===== src/rtl/gen_stream_pkg.sv =====
// Shared types for the generator stream drain: FSM states, coordinate record and
// counter width, plus the saturating increment both run counters use.
package gen_stream_pkg;

    // Coordinate field width; the drain's WIDTH parameter is expected to match it.
    localparam int COORD_W = 32;
    localparam int COUNT_W = 16;

    typedef enum logic [1:0] {
        IDLE,
        LAUNCH,
        DRAIN,
        FLUSH
    } drain_state_e;

    typedef struct packed {
        logic signed [COORD_W-1:0] x;
        logic signed [COORD_W-1:0] y;
    } coord_t;

    function automatic logic [COUNT_W-1:0] sat_inc(input logic [COUNT_W-1:0] v);
        return (v == '1) ? v : v + 1'b1;
    endfunction

endpackage


===== src/rtl/gen_stream_drain_fifo.sv =====
// Small synchronous FIFO of coordinates with a fall-through head; the caller never
// pushes when full nor pops when empty.
module coord_fifo
    import gen_stream_pkg::*;
#(
    parameter int DEPTH = 4
) (
    input  logic                   clk,
    input  logic                   rst,
    input  logic                   push,
    input  coord_t                 push_data,
    input  logic                   pop,
    output coord_t                 head,
    output logic                   empty,
    output logic                   full,
    output logic [$clog2(DEPTH):0] count
);

    localparam int PW = $clog2(DEPTH);

    coord_t        mem [DEPTH];
    logic [PW-1:0] wr_ptr;
    logic [PW-1:0] rd_ptr;

    // NOTE: storage is deliberately left out of reset; only pointers and count are
    // cleared, and nothing downstream looks at head while the FIFO is empty.
    always_ff @(posedge clk) begin
        if (push) mem[wr_ptr] <= push_data;
    end

    always_ff @(posedge clk or posedge rst) begin
        if (rst) begin
            wr_ptr <= '0;
            rd_ptr <= '0;
            count  <= '0;
        end else begin
            if (push) wr_ptr <= wr_ptr + 1'b1;
            if (pop)  rd_ptr <= rd_ptr + 1'b1;
            case ({push, pop})
                2'b10:   count <= count + 1'b1;
                2'b01:   count <= count - 1'b1;
                default: ;
            endcase
        end
    end

    assign head  = mem[rd_ptr];
    assign empty = (count == '0);
    assign full  = (count == (PW + 1)'(DEPTH));

endmodule


===== src/rtl/gen_stream_drain.sv =====
// Launches a coordinate generator with latched arguments, buffers its samples,
// clips them to the framebuffer and issues pixel writes while tracking run counts.
module gen_stream_drain
    import gen_stream_pkg::*;
#(
    parameter int WIDTH      = COORD_W,
    parameter int FB_W       = 64,
    parameter int FB_H       = 64,
    parameter int FIFO_DEPTH = 4,
    localparam int AW        = $clog2(FB_W * FB_H)
) (
    input  logic                    _clock,
    input  logic                    _reset,
    input  logic                    cmd_valid,
    output logic                    cmd_ready,
    input  logic signed [WIDTH-1:0] cmd_a0,
    input  logic signed [WIDTH-1:0] cmd_a1,
    input  logic signed [WIDTH-1:0] cmd_a2,
    output logic                    gen_start,
    output logic signed [WIDTH-1:0] gen_a0,
    output logic signed [WIDTH-1:0] gen_a1,
    output logic signed [WIDTH-1:0] gen_a2,
    output logic                    gen_ready,
    input  logic                    gen_valid,
    input  logic                    gen_done,
    input  logic signed [WIDTH-1:0] gen_0,
    input  logic signed [WIDTH-1:0] gen_1,
    output logic                    fb_we,
    output logic [AW-1:0]           fb_addr,
    input  logic                    fb_stall,
    output logic                    busy,
    output logic                    run_done,
    output logic [COUNT_W-1:0]      pixel_count,
    output logic [COUNT_W-1:0]      clip_count
);

    localparam int XW = $clog2(FB_W);
    localparam int YW = $clog2(FB_H);
    localparam int CW = $clog2(FIFO_DEPTH) + 1;

    drain_state_e  state;
    coord_t        in_coord;
    coord_t        head;
    logic          fifo_empty;
    logic          fifo_full;
    logic [CW-1:0] fifo_count;
    logic          push;
    logic          pop;
    logic          head_valid;
    logic          in_range;

    assign in_coord = '{x: gen_0, y: gen_1};
    assign gen_ready = (state == DRAIN) && !fifo_full;
    assign push      = gen_valid && gen_ready;

    coord_fifo #(
        .DEPTH(FIFO_DEPTH)
    ) u_fifo (
        .clk      (_clock),
        .rst      (_reset),
        .push     (push),
        .push_data(in_coord),
        .pop      (pop),
        .head     (head),
        .empty    (fifo_empty),
        .full     (fifo_full),
        .count    (fifo_count)
    );

    // The write side runs in every state so FLUSH simply waits for it to drain.
    assign head_valid = !fifo_empty;
    assign in_range   = ($signed(head.x) >= 0) && ($signed(head.x) < FB_W) &&
                        ($signed(head.y) >= 0) && ($signed(head.y) < FB_H);
    assign fb_we      = head_valid && in_range;
    assign fb_addr    = fb_we ? {head.y[YW-1:0], head.x[XW-1:0]} : '0;
    assign pop        = head_valid && (!in_range || !fb_stall);

    assign cmd_ready = (state == IDLE) && !_reset;
    assign busy      = (state != IDLE);

    always_ff @(posedge _clock or posedge _reset) begin
        if (_reset) begin
            state       <= IDLE;
            gen_start   <= 1'b0;
            run_done    <= 1'b0;
            gen_a0      <= '0;
            gen_a1      <= '0;
            gen_a2      <= '0;
            pixel_count <= '0;
            clip_count  <= '0;
        end else begin
            // NOTE: pulses default low here so any set below lasts exactly one cycle.
            gen_start <= 1'b0;
            run_done  <= 1'b0;
            case (state)
                IDLE: begin
                    if (cmd_valid) begin
                        state     <= LAUNCH;
                        gen_start <= 1'b1;
                        gen_a0    <= cmd_a0;
                        gen_a1    <= cmd_a1;
                        gen_a2    <= cmd_a2;
                    end
                end
                LAUNCH: state <= DRAIN;
                DRAIN: begin
                    if (gen_done && gen_ready) state <= FLUSH;
                end
                FLUSH: begin
                    if (fifo_count == '0) begin
                        state    <= IDLE;
                        run_done <= 1'b1;
                    end
                end
                default: state <= IDLE;
            endcase

            if (state == LAUNCH) begin
                pixel_count <= '0;
                clip_count  <= '0;
            end else begin
                if (fb_we && !fb_stall) pixel_count <= sat_inc(pixel_count);
                if (pop && !in_range)   clip_count  <= sat_inc(clip_count);
            end
        end
    end

endmodule

===== config.mk =====
export PLATFORM = sky130hd
export DESIGN_NAME = gen_stream_drain
export DESIGN_NICKNAME = d
export VERILOG_FILES = /design/src/rtl/gen_stream_pkg.sv /design/src/rtl/gen_stream_drain_fifo.sv /design/src/rtl/gen_stream_drain.sv
export SDC_FILE = /design/constraint.sdc
export NUM_CORES = 1
export LEC_CHECK = 0
export ABC_AREA = 1
export BUFFER_PORTS_ARGS = -buffer_cell sky130_fd_sc_hd__clkbuf_2
export CAP_MARGIN = 20
export CORE_MARGIN = 2
export CORE_UTILIZATION = 55
export CTS_CLUSTER_SIZE = 40
export DETAILED_ROUTE_END_ITERATION = 8
export GPL_ROUTABILITY_DRIVEN = 1
export PLACE_DENSITY = 0.92
export RECOVER_POWER = 50
export SLEW_MARGIN = 10
export SYNTH_ARGS = -nofsm -noshare
export SYNTH_HDL_FRONTEND = slang
export SYNTH_SLANG_ARGS = --single-unit

===== constraint.sdc =====
create_clock -name _clock -period 9.1 [get_ports _clock]
set_clock_uncertainty 0.05 [all_clocks]
set_input_delay 0.91 -clock _clock [delete_from_list [all_inputs] [get_ports _clock]]
set_output_delay 0.91 -clock _clock [all_outputs]
set_load 0.01 [all_outputs]

==> results.py <==
metrics = {
    "run_status": {
        "outcome": "finished with violations",
        "violations": "max-capacitance violations, max-slew violations",
    },
    "min_path": {
        "hold_end": "gen_a0[27]",
        "hold_path_class": "register to register",
        "hold_depth": 2,
        "holdCritStartpoint": "gen_a0[27]",
    },
    "sta": {
        "min_period_over_period_pct": 64.07,
        "max_freq_mhz": 171.5,
        "relSlewSlack_pct": -89.40,
        "hold_violations": 0,
        "tns_ns": 0,
        "worst_pin_slew_ns": 2.841,
        "drv_slew": 144,
        "setup_ws_ns": 3.270,
        "rsz0062_at_grt": "no",
        "final-setup-viol-count": 0,
        "fin_crit_ns": 5.830,
        "timing.hold.ws_ns": 0.4233,
    },
    "power_and_ir_drop": {
        "ir_drop_uv": 221.9,
        "power_mw": 5.273,
        "power.leakage_nw": 7.886,
        "power_density_nw_per_um2": 286.9,
    },
    "synth": {
        "yosys.area.top_type_share_pct": 50.33,
        "yosysUniqueCellTypes": 36,
        "synth_largest_area_cell": "edfxtp_1",
        "synth_area_um2": 15270,
        "ys.flop_type": "edfxtp_1",
        "seq_area_frac_synth_pct": 73.11,
        "synth_seq_cells": 395,
        "synthTopCellsByArea": "edfxtp_1 50%, dfrtp_1 23%, nand2_1 10%",
        "synth-edff-count": 256,
        "netlist_instances": 1344,
        "avgSynthCellArea_um2": 11.36,
        "yosysWarnings": 0,
        "synth_nets": 1523,
        "synth_async_sr_flop_share_pct": 35.19,
    },
    "setup_path": {
        "r2r-start": "u_fifo.rd_ptr[0]",
        "r2r-end": "u_fifo.count[1]",
        "cp_data_arrival_time_ns": 5.80,
        "path_buf_inv": 4,
        "crit_top_cell": "clkbuf_1",
        "crit_path_max_fanout": 55,
        "critPathMaxStageDelay_ns": 2.09,
        "rrSetupSlack_ns": 5.46,
        "path_class": "primary input to async pin",
        "worst_path_max_delay_cell": "clkbuf_1",
        "critPathTopFamily": "buffers and inverters",
        "end_kind": "async pin",
        "r2r_cells": 15,
        "worstPathCellList": "clkbuf_1 > clkinvlp_2 > clkbuf_1 > clkbuf_1",
        "critPathLaunchType": "primary input",
        "worstPathRequired_ns": 9.07,
    },
    "clocking": {
        "numCtsBuffers": 41,
        "cts-hold-fix-buffers": 0,
        "cts_root_buffer": "clkbuf_16",
        "h-tree-depth": 2,
        "cts_tree": "yes",
        "cts_setup_buffers": 0,
        "path_clk_slew_ns": 0.06,
        "clock_latency_ns": 0.55,
        "cts_resized": 0,
        "clockBufferDepth": 3,
        "clock-sinks": 395,
    },
    "routing": {
        "drcViolationCount": 0,
        "vias_per_cell": 5.260,
        "route.antenna.remaining_nets": 0,
        "routedWlPerCell_um": 17.50,
        "dr.first_iter.drc_count": 1103,
        "vias": 10900,
        "routed_wl_um": 36280,
        "drt-pass1-iter-count": 6,
    },
    "placement": {
        "gp_congestion": 0.9006,
        "hpwlAfterDp_um": 23730,
        "preCtsSetupSlack_ns": 4.694,
        "dp_cells": 1999,
        "placed_area_um2": 17200,
        "io_buffers": 311,
    },
    "global_routing": {
        "use_met2_pct": 40.33,
        "grt_max_degree": 98,
        "grt_util_met1_pct": 31.36,
        "grt_use_met3_pct": 6.731,
        "grt_use_total_pct": 24.50,
        "grt-busiest-layer": "met2",
        "grt_pass1_vias": 10630,
        "grt_overflow": 0,
        "grt_pass1_wl_um": 55550,
        "antenna_found_initial": 2,
    },
    "layout": {
        "final_cell_count_no_fill": 2073,
        "final_common_cell": "nand2_1",
        "final_cell_area_um2": 18380,
        "fin_nets": 1844,
        "drive_above_1_share_pct": 15.30,
        "mostFrequentLayoutCells": "426 x nand2_1, 256 x edfxtp_1, 202 x nor2_1",
        "syn_to_final_growth_pct": 20.33,
        "post-route-util_pct": 66.70,
    },
    "floorplanning": {
        "initial_core_util_pct": 55.43,
        "die_h_um": 170.6,
        "core_um2": 27550,
        "rows": 61,
        "io_pins": 312,
        "die_w_um": 170.6,
        "die_area_um2": 29120,
    },
    "run": {
        "max-cap-violations": 3,
    },
}
==> flip-flops by register name, summed over array words and instances (netlist names) <==
name and flops:
u_fifo.mem 256, clip_count 16, run_done 1, gen_a0 32, u_fifo.rd_ptr 2, gen_a2 32, state 2, u_fifo.wr_ptr 2
gen_start 1, u_fifo.count 3, gen_a1 32, pixel_count 16
==> worst min-delay path, stage by stage (launching register included) <==
cell and delay, ns:
dfrtp_1 0.34, nand2_1 0.05, nand2_1 0.05
==> report_power, final <==
| part | internal [mW] | switching (mW) | total [mW] |
|---|---|---|---|
| clock network | 0.961 | 0.687 | 1.65 |
| logic | 0.360 | 0.774 | 1.13 |
| registers | 2.27 | 0.222 | 2.49 |
==> how the worst max path moves through the flow <==
stage                               end  cells past startpoint        startpoint  slack, ns
after floorplan           clip_count[0]                      1            _reset       4.42
after global placement       fb_addr[1]                     13  u_fifo.rd_ptr[0]       4.84
after detailed placement     fb_addr[7]                     13  u_fifo.rd_ptr[0]       4.69
after CTS                    fb_addr[7]                     13  u_fifo.rd_ptr[0]       4.11
after global routing          gen_a1[5]                      4            _reset       2.04
final                        gen_a1[12]                      4            _reset       3.27
==> synth_stat cells (2+ instances only) <==
cell	n
nand3b_1	8
o21ai_1	6
clkbuf_1	26
nand4_1	8
nor4_1	2
buf_6	3
inv_2	2
inv_1	79
o21ai_0	34
nand3_1	35
buf_1	3
a21oi_1	21
nand2_1	427
nor2_1	206
nand2_2	5
buf_2	7
ha_1	12
xor2_1	17
dfrtp_1	139
o21bai_1	2
xnor2_1	3
buf_4	2
nor3_1	29
edfxtp_1	256
==> layer usage <==
layer	routed length (um)	part of all wire (%)
met1	13940	38
met2	18090	50
met3	3038	8.4
met4	1197	3.3
met5	8	0.022
==> logic make-up (layout without fill, tap and decap cells) <==
logic type                 Yosys count  after routing  synth area share, %
xor gates and xnor gates            20             20                1.147
and+or+nand+nor                    727            727                19.10
adders and majority gates           13             13                1.114
DFF                                395            395                73.11
buffers and inverters              123            472                3.277
other                                0              2                    0
AOI/OAI and AO/OA                   66             66                2.253
==> area by class of cell <==
type                       instances  area [um2]
clock inverter                    17       196.4
sequential                       395       11170
timing repair buffer             319        1438
antenna                            2       5.005
fill                            1958        9174
inverter                          82       309.0
multi-input combinational        826        3635
clock buffer                      54        1156
tap                              378       473.0
(Power assumes the default switching activity.)
